--- src/rtl/inv_park_mac.sv ---
// Inverse Park transform: alpha/beta from d/q commands and sin/cos, one shared multiplier.
// Optional macro INV_PARK_SAT_EN selects a saturating N-bit output reduction instead of wrapping.
module inv_park_mac #(
  parameter int N = 16
) (
  input  logic         clk,
  input  logic         rst,
  input  logic [N-1:0] vd,
  input  logic [N-1:0] vq,
  input  logic [N-1:0] sin_val,
  input  logic [N-1:0] cos_val,
  input  logic         in_valid,
  output logic         in_ready,
  output logic [N-1:0] v_alpha,
  output logic [N-1:0] v_beta,
  output logic         out_valid,
  input  logic         out_ready
);

  localparam int ACC_W = 2*N + 1;
  localparam logic signed [ACC_W-1:0] ROUND = ACC_W'(1) <<< (N-2);

  typedef enum logic [2:0] {IDLE, MA1, MA2, MB1, MB2, OUT} state_t;

  state_t state, state_next;

  logic signed [N-1:0]     vd_r, vq_r, sin_r, cos_r;
  logic signed [N-1:0]     mul_a, mul_b;
  logic signed [2*N-1:0]   prod;
  logic signed [ACC_W-1:0] prod_ext;
  logic signed [ACC_W-1:0] acc;

  // Round half up, drop the Q1.(N-1) fraction, then reduce to N bits.
  function automatic logic [N-1:0] fmt(input logic signed [ACC_W-1:0] x);
    logic signed [ACC_W-1:0] s;
    logic [N-1:0] res;
    s = (x + ROUND) >>> (N-1);
`ifdef INV_PARK_SAT_EN
    if (s[ACC_W-1] && !(&s[ACC_W-2:N-1]))
      res = {1'b1, {(N-1){1'b0}}};
    else if (!s[ACC_W-1] && (|s[ACC_W-2:N-1]))
      res = {1'b0, {(N-1){1'b1}}};
    else
      res = s[N-1:0];
`else
    res = s[N-1:0];
`endif
    return res;
  endfunction

  assign prod     = mul_a * mul_b;
  assign prod_ext = {prod[2*N-1], prod};

  always_ff @(posedge clk) begin
    if (rst) state <= IDLE;
    else     state <= state_next;
  end

  always_comb begin
    state_next = state;
    in_ready   = 1'b0;
    out_valid  = 1'b0;
    mul_a      = vd_r;
    mul_b      = cos_r;
    case (state)
      IDLE: begin
        in_ready = 1'b1;
        if (in_valid) state_next = MA1;
      end
      MA1: state_next = MA2;
      MA2: begin
        mul_a      = vq_r;
        mul_b      = sin_r;
        state_next = MB1;
      end
      MB1: begin
        mul_b      = sin_r;
        state_next = MB2;
      end
      MB2: begin
        mul_a      = vq_r;
        state_next = OUT;
      end
      OUT: begin
        out_valid = 1'b1;
        if (out_ready) state_next = IDLE;
      end
      default: state_next = IDLE;
    endcase
  end

  // Operand capture, accumulator and result registers follow the FSM step.
  always_ff @(posedge clk) begin
    if (rst) begin
      vd_r    <= '0;
      vq_r    <= '0;
      sin_r   <= '0;
      cos_r   <= '0;
      acc     <= '0;
      v_alpha <= '0;
      v_beta  <= '0;
    end else begin
      case (state)
        IDLE: if (in_valid) begin
          vd_r  <= vd;
          vq_r  <= vq;
          sin_r <= sin_val;
          cos_r <= cos_val;
        end
        MA1: acc <= prod_ext;
        MA2: v_alpha <= fmt(acc - prod_ext);
        MB1: acc <= prod_ext;
        MB2: v_beta <= fmt(acc + prod_ext);
        default: ;
      endcase
    end
  end

endmodule

--- config.mk ---
export PLATFORM = sky130hd
export DESIGN_NAME = inv_park_mac
export DESIGN_NICKNAME = d
export VERILOG_FILES = /design/src/rtl/inv_park_mac.sv
export SDC_FILE = /design/constraint.sdc
export NUM_CORES = 1
export LEC_CHECK = 0
export BUFFER_PORTS_ARGS = -buffer_cell sky130_fd_sc_hd__buf_2
export CAP_MARGIN = 30
export CORE_ASPECT_RATIO = 1.5
export CORE_MARGIN = 4
export CORE_UTILIZATION = 64
export DETAILED_ROUTE_END_ITERATION = 16
export PLACE_DENSITY = 0.89
export SETUP_SLACK_MARGIN = 0.2
export SYNTH_ARGS = -nofsm -noshare
export SYNTH_HDL_FRONTEND = slang
export SYNTH_SLANG_ARGS = --single-unit
--- constraint.sdc ---
create_clock -name clk -period 12.7 [get_ports clk]
set_input_delay 2.54 -clock clk [delete_from_list [all_inputs] [get_ports clk]]
set_output_delay 2.54 -clock clk [all_outputs]
set_load 0.01 [all_outputs]
**Word-level counts from Yosys, hierarchy flattened**

Cells that the tools add are included.

- Logic and storage cells: 33
- Bits in registers: 130
- Bits of input ports: 68

- Add/sub/neg operators: 4
- Muxes and demuxes: 7
- Reduce and logical (&&, ||, !) cells: 6
- Equal/unequal tests: 7
- Multipliers: 1

Operator list:

| kind | count |
|---|---|
| $add 31x16->31 const B | 2 |
| $mux 16 | 2 |
| $add 31x31->31 | 1 |
| $mul 16x16->31 | 1 |
| $sub 31x31->31 | 1 |
| $pmux 3 s6 | 1 |
| $eq 3x2->1 const B | 2 |
| $eq 3x3->1 const B | 2 |
| $mux 3 | 2 |
| $reduce_or 2->1 | 3 |
| $ne 2x2->1 const B | 2 |
| $reduce_and 2->1 | 2 |
| $eq 3x1->1 const B | 1 |
| $logic_not 3->1 | 1 |
| $mux 1 | 2 |

**Logic depth before layout (Yosys ltp)**

Gate-level depths: netlist of the first run.

- Depth after elaboration: 6
- Gate-level depth with buffers: 41

**Worst setup path after synthesis of the first run**

OpenSTA, ideal clock, no wires.

- Kind: register -> register
- From: register state[2]
- To: register v_alpha[15]
- Setup time: 0.117 ns
- Setup slack: 3.316 ns
- Stages on the path, launching flop included: 39
- Period minus slack after synthesis: 9.384 ns
- Data arrival time: 9.267 ns
- Path buffers: 2
- Cells stage by stage: dfxtp_1 -> xnor2_1 -> nor2_1 -> clkbuf_1 -> clkbuf_1 -> mux2i_1 -> nor2_1 -> fa_1 -> inv_1 -> fa_1 -> fa_1 -> fa_1 -> inv_1 -> fa_1 -> inv_1 -> fa_1 -> inv_1 -> ha_1 -> [3 not listed] -> a41oi_1 -> or4_1 -> a211o_1 -> nand2_1 -> inv_1 -> ha_1 -> inv_1 -> ha_1 -> a21o_1 -> a21o_1 -> a21o_1 -> a21oi_1 -> a2bb2oi_1 -> o21a_1 -> a21oi_1 -> a21oi_1 -> xnor2_1 -> a22o_1

- Longest elaborated chain between the ends: 6
- Elaborated cells between the ends (all ways): 10

RTL lines:

| item | RTL line | source |
|---|---|---|
| start, declared | 25 | `state_t state, state_next;` |
| start signal, assigned | 56 | `else state <= state_next;` |
| $eq 3x3->1 / $eq 3x2->1 (equally long branches) | 65 | `case (state)` |
| $reduce_or 2->1 (no line) | n/a |  |
| $mux 16 | 65 |  |
| $mul 16x16->31 * | 51 | `assign prod = mul_a * mul_b;` |
| via prod[21] | 29 | `logic signed [2*N-1:0] prod;` |
| $sub 31x31->31 * | 111 | `MA2: v_alpha <= fmt(acc - prod_ext);` |
| $add 31x16->31 * | 37 | `s = (x + ROUND) >>> (N-1);` |
| end signal, assigned | 111 |  |
| end, declared | 14 | `output logic [N-1:0] v_alpha,` |

Mark *: on every way through the listed nets, which the timed path passes. The rest lies on a longest branch.
A chain may end at the register's enable or synchronous reset.

**Worst setup path after layout of the first run**

- From: register state[2]
- To: register v_beta[12]

- Longest elaborated chain between the ends: 6
- Elaborated cells between the ends (all ways): 10

RTL lines:

| item | RTL line | source |
|---|---|---|
| $eq 3x3->1 / $eq 3x2->1 (equally long branches) | 65 |  |
| $reduce_or 2->1 (no line) | n/a |  |
| $mux 16 | 65 |  |
| $mul 16x16->31 * | 51 |  |
| via prod[23] | 29 |  |
| $add 31x31->31 * | 113 | `MB2: v_beta <= fmt(acc + prod_ext);` |
| $add 31x16->31 * | 37 |  |
| end signal, assigned | 113 |  |
| end, declared | 15 | `output logic [N-1:0] v_beta,` |

Marks and branches as above.

==> results.yml, run 1 <==
placed_design:
  dpl.hpwl_um: 37400
  dp.cells: 2445
  io_buffer_count: 101
  place.gp.congestion: 0.991
critical_path:
  critPathMaxFanout: 31
  crit_type: "flop to flop"
  slowest_stage: "mux2i_1"
  critPathLaunchType: "flop"
  critPathLaunch: "state[2]"
  r2r-start: "state[2]"
  max_stage_delay_ns: 0.88
  critPathCaptureType: "flop"
  reg2reg_slack_ns: 2.23
  r2r_cells: 34
  cp.arrival_ns: 10.80
  critPathRequiredTime_ns: 13.02
  r2r_end: "v_beta[12]"
  critPathMostFrequentCell: "fa_1"
logic_synthesis:
  synth_warnings: 0
  synth_edf_count: 0
  synth_flop_cell: "dfxtp_1"
  synthCells: 2053
  synth_nets: 2571
  synthArstFlopShare_pct: 0
  syn_area_per_cell_um2: 8.46
  netlist_area_um2: 17400
  synth-seq-area-share_pct: 15.0
  ys_ff_latch: 130
  synth_cell_types: 59
sta:
  max_slew.worst_pin.slew_ns: 0.993
  min_period_over_period_pct: 82.5
  fin_setup_tns_ns: 0
  finalMaxSlewViolations: 0
  period_minus_slack_ns: 10.47
  slew_headroom_pct: 31.9
  grt_setup_unrepaired: "no"
  hold_viol: 0
  fmax_mhz: 95.5
  fin_skew_ns: 0.0128
  setup_viol: 0
global_routing:
  grt_max_degree: 91
  antenna_found_initial: 0
  grt_pass1_vias: 15800
  grt-ovfl-total: 0
  grt_usage_pct: 32.7
  grt_pass1_wl_um: 77800
die:
  die_x_um: 143
  die_area_um2: 29900
  rows: 73
  start_util_pct: 65.1
  die_h_um: 210
  core_area_um2: 26700
  ioPinCount: 102
power_and_ir_drop:
  leakagePower_uw: 0.00942
  ir_drop_mv: 0.172
  p_per_area_nw_per_um2: 132
worst_hold_path:
  hold_depth: 2
  min-delay-start: "v_beta[11]"
  hp-class: "flop to flop"
  hold_path_end: "v_beta[11]"
drt:
  drtIter0Drc: 1158
  routed_wl_um: 47200
  vias: 14600
  drc: 0
  firstDrtPassIters: 7
  drtAntennaViolNets: 0
  wl_per_cell_um: 19.1
  via_per_inst: 5.91
clock_network:
  cts_buffer_depth: 2
  cts_buffers: 17
  cts_hold_buffers: 0
  htreeDepth: 4
  cts_tree: "yes"
  post_cts_buffers: 0
  clock_latency_ns: 0.45
  ctsResizeCount: 0
  clk_pin_slew_ns: 0.06
  root_buffer: "clkbuf_16"
  clock-sinks: 130
layout:
  fin_nets: 2645
  final_layout_size_suffix_gt1_share_pct: 9.16
  fin_cells: 2476
  diodes: 0
  area_growth_pct: 8.40
  fill_cells: 1949
outcome:
  outcome: "finished, final reports clean"
run:
  maxCapViolCount: 0
==> area by class of cell <==
type | instances | area, µm² | share of cell area [%]
well taps | 337 | 422 | 2.24
flip-flops and latches | 130 | 2600 | 13.8
repair buffers | 122 | 698 | 3.71
inverters | 365 | 1370 | 7.28
multi-input cells | 1491 | 13200 | 69.9
clock inverters | 12 | 119 | 0.631
clock buffers | 19 | 453 | 2.41
==> how the worst max path moves through the flow <==
stage | to | slack, ns
after global routing | v_beta[12] | 1.74
after global placement | v_beta[12] | 2.50
after detailed placement | v_beta[12] | 2.56
after floorplan | v_alpha[15] | 3.32
final | v_beta[12] | 2.23
after CTS | v_beta[12] | 2.40
==> layout by cell type (no fill, tap or decap), drive strengths merged, types with 26 or more instances in the layout <==
cell	netlist	routed
inv	365	371
nand2	346	346
fa	256	256
ha	194	194
nor2	169	169
a21oi	159	159
dfxtp	130	130
buf	10	122
xnor2	45	45
o21ai	36	36
mux2i	31	31
mux2	26	26
==> report_power, final <==
part           internal (µW)  switching [µW]
logic                    587             911
registers                455            38.9
clock network            282             210
total                   1320            1160
==> worst max-delay path, delay by kind of cell (launching register included) <==
kind                       cells  cell delay [ns]
adders and majority gates      9             3.92
xor gates and xnor gates       1             0.22
buffers and inverters          5             0.60
muxes                          1             0.88
DFF                            1             0.62
and+or+nand+nor                7             1.19
AOI/OAI and AO/OA             11             2.84
==> cells in the mapped netlist, drive strengths merged, types with 6 or more instances <==
master	number	area share, %
a211o	8	0.40
a211oi	12	0.52
a21o	16	0.69
a21oi	159	4.6
a31oi	6	0.22
and3	10	0.36
buf	10	0.23
clkbuf	57	1.2
dfxtp	130	15
fa	256	29
ha	194	14
inv	365	7.9
mux2	26	1.7
mux2i	31	1.8
nand2	346	7.5
nand2b	22	0.79
nand3	18	0.52
nand4	8	0.29
nor2	169	3.7
nor3	16	0.46
o21a	18	0.78
o21ai	36	1.0
o21bai	6	0.26
or2	6	0.22
or3	6	0.22
xnor2	45	2.3
xor2	20	1.0
==> cell families after synthesis <==
kind of cell | after synthesis | synth area share, %
simple gates | 622 | 14.9
fa+ha+maj | 450 | 43.5
buf+inv | 432 | 9.35
compound gates | 296 | 10.4
flops | 130 | 15.0
xor+xnor | 66 | 3.41
mux | 57 | 3.47
==> layer usage <==
| layer | global-route usage, % | vias to the layer above | routed length (µm) |
|---|---|---|---|
| li1 | - | 6618 | - |
| met1 | 38.3 | 7038 | 16800 |
| met2 | 55.1 | 747 | 23300 |
| met3 | 5.45 | 238 | 3550 |
| met4 | 21.0 | 0 | 3530 |
| met5 | 0 | - | 0 |
==> sequential cells by signal, indices dropped and copies added (netlist names) <==
signal	count
state	3
sin_r	16
cos_r	16
v_beta	16
vq_r	16
v_alpha	16
acc	31
vd_r	16
==> per-stage QoR <==
stage	hold WS, ns	utilization (%)	power (µW)	setup WS, ns	instance area, µm²
final	0.458	70.6	2480	2.23	18800
after global routing	0.475	70.6	2670	1.74	18800
after CTS	0.458	70.6	2460	2.40	18800
after detailed placement	0.443	68.5	1940	2.56	18300
after global placement	0.437	68.3	1880	2.50	18200
after floorplan	0.436	-	1560	3.32	17400
Power figures use the tool's default switching activity.
==> run 2: changes to the inputs <==
--- a/config.mk
+++ b/config.mk
@@ -5,6 +5,7 @@
 export SDC_FILE = /design/constraint.sdc
 export NUM_CORES = 1
 export LEC_CHECK = 0
+export ABC_AREA = 1
 export BUFFER_PORTS_ARGS = -buffer_cell sky130_fd_sc_hd__buf_2
 export CAP_MARGIN = 30
 export CORE_ASPECT_RATIO = 1.5
==> constraint.sdc (replaced) <==
create_clock -name clk -period 10.65 [get_ports clk]
set_input_delay 2.13 -clock clk [delete_from_list [all_inputs] [get_ports clk]]
set_output_delay 2.13 -clock clk [all_outputs]
set_load 0.01 [all_outputs]
==> run 2 against run 1 <==
Effect of this change:
- final area rose by 8.3%
- final cell count increased by 23%
- critical path depth is 5 higher
- fmax increased by 7.2%
- worst setup slack worse by 1.3 ns
- global-route usage is 4.8 points higher
- first-iteration DRC count grew 4.1%
- largest cell class unchanged
==> results.yml, run 2 <==
sta:
  setup_viol: 0
  holdWs_ns: 0.455
  period_minus_slack_ns: 9.77
  min_period_over_period_pct: 91.7
  fmax_mhz: 102
  hold_viol: 0
  max_slew.worst_pin.slew_ns: 0.996
  fin_skew_ns: 0.0144
  slew_headroom_pct: 33.4
  finalMaxSlewViolations: 0
  fin_setup_tns_ns: 0
  grt_setup_unrepaired: "no"
run:
  maxCapViolCount: 0
drt:
  vias: 17400
  wl_per_cell_um: 19.1
  drtIter0Drc: 1206
  routed_wl_um: 58200
  via_per_inst: 5.72
  drtAntennaViolNets: 0
  drc: 0
  firstDrtPassIters: 6
logic_synthesis:
  syn_area_per_cell_um2: 7.36
  synth_top_cell_by_area: "fa_1"
  synth_top_area_share_pct: 27.3
  synth_edf_count: 0
  synth_area_leaders: "fa_1 (27%), dfxtp_1 (14%), ha_1 (13%), inv_1 (11%), nand2_1 (9.5%)"
  synth_cell_types: 46
  yosysMostFrequentCell: "inv_1"
  synth_nets: 3071
  synth-seq-area-share_pct: 13.9
  synthTopCellsByCount: "inv_1 (575), nand2_1 (475), nor2_1 (267), fa_1 (256), ha_1 (194)"
  synth_warnings: 0
  ys_ff_latch: 130
  synthCells: 2553
  synthArstFlopShare_pct: 0
  netlist_area_um2: 18800
  synth_flop_cell: "dfxtp_1"
critical_path:
  r2r-start: "state[2]"
  slowest_stage: "fa_1"
  critPathLaunchType: "flop"
  critPathCaptureType: "flop"
  critPathMaxFanout: 36
  critPathLaunch: "state[2]"
  max_stage_delay_ns: 0.54
  crit_type: "flop to flop"
  critPathRequiredTime_ns: 11.01
  cp.arrival_ns: 10.13
placed_design:
  place.gp.congestion: 1.14
  dp.cells: 3015
  dpl.hpwl_um: 47900
  io_buffer_count: 101
layout:
  fin_nets: 3162
  layout_common_cells: "inv_1 (574), nand2_1 (474), nor2_1 (265), fa_1 (256), ha_1 (194)"
  multi_input_area_um2: 13700
  largest_reg_flops: 31
  final_util_pct: 70.8
  regMostFlops: "acc"
  fill_cells: 2362
  area_growth_pct: 8.60
  final_layout_size_suffix_gt1_share_pct: 8.02
  ff_latch_area_um2: 2600
  fin_cells: 3047
  layout_commonest_cell: "inv_1"
  diodes: 0
die:
  start_util_pct: 65.2
  die_h_um: 218
  die_area_um2: 32200
  rows: 76
  die_x_um: 148
  ioPinCount: 102
  core_area_um2: 28800
clock_network:
  root_buffer: "clkbuf_16"
  htreeDepth: 4
  clk_pin_slew_ns: 0.07
  cts_tree: "yes"
  clock-sinks: 130
  cts_buffers: 17
  clock_latency_ns: 0.46
  cts_buffer_depth: 2
worst_hold_path:
  hp-class: "flop to flop"
  min-delay-start: "cos_r[3]"
global_routing:
  antenna_found_initial: 0
  grt_usage_pct: 37.5
  grt_max_degree: 89
  grt-ovfl-total: 0
  grt_pass1_wl_um: 94100
  grt_pass1_vias: 18800
outcome:
  outcome: "finished, final reports clean"
-- run 2: cell types whose count changed in the layout (fill, tap and decap cells not counted), moves of 26 or more --
cell and delta:
inv_1 +209, nand2_1 +129, nor2_1 +97, nand3_1 +84
o21ai_0 +80, xnor2_1 -40, mux2i_1 -31, mux2_2 -26
-- run 2: cells by family after synthesis --
kind of cell	after synthesis	synth area share [%]
DFF	130	13.9
xor gates and xnor gates	32	1.49
buffers and inverters	652	13.1
AOI/OAI and AO/OA	389	11.9
adders and majority gates	450	40.2
and+or+nand+nor	900	19.4
-- run 2: timing repair --
action / in CTS / in global routing
setup endpoints to repair: 0 / 1
gates resized for setup: 0 / 2
hold buffers: 0 / 0
buffers inserted: 0 / 0
-- run 2: cell type report --
class	count	area share, %
Clock buffer	17	2.08
Multi-Input combinational cell	1771	67.3
Timing Repair Buffer	141	3.95
Tap cell	390	2.39
Inverter	583	10.7
Clock inverter	15	0.791
Sequential cell	130	12.8
-- run 2: through the flow --
stage	cell area, µm²	setup slack [ns]
final	20400	0.880
after global routing	20400	0.309
after CTS	20400	0.843
after detailed placement	19800	0.917
after global placement	19800	1.04
after floorplan	18800	2.65
-- run 2: final timing paths --
| check | to | depth (start not counted) | slack, ns |
|---|---|---|---|
| min | cos_r[3] | 2 | 0.45 |
| min reg2reg | cos_r[3] | 2 | 0.45 |
| max | v_beta[14] | 39 | 0.88 |
| max reg2reg | v_beta[14] | 39 | 0.88 |
-- run 2: worst max-delay path, delay by kind of cell (launching register included) --
family                   cells  cell delay (ns)
adder cells (fa/ha/maj)      9             4.10
flip-flops                   1             0.49
buffers and inverters        9             1.06
AO/OA/AOI/OAI                4             1.27
AND/OR/NAND/NOR             16             2.48
XOR/XNOR                     1             0.24
-- run 2: per-layer routing --
layer  track usage (%)  part of all wire (%)  routed length (µm)  up-vias
met2              67.2                    51               29500      786
met3              5.76                   5.9                3420      351
met1              36.8                    32               18800     8250
li1                  -                     -                   -     8036
met4              33.9                    11                6520        0
met5                 0                     0                   0        -
Power of run 2 is left out: the tool's default activity adds up to more than one toggle a clock period on the data nets, which glitch-free logic cannot reach.
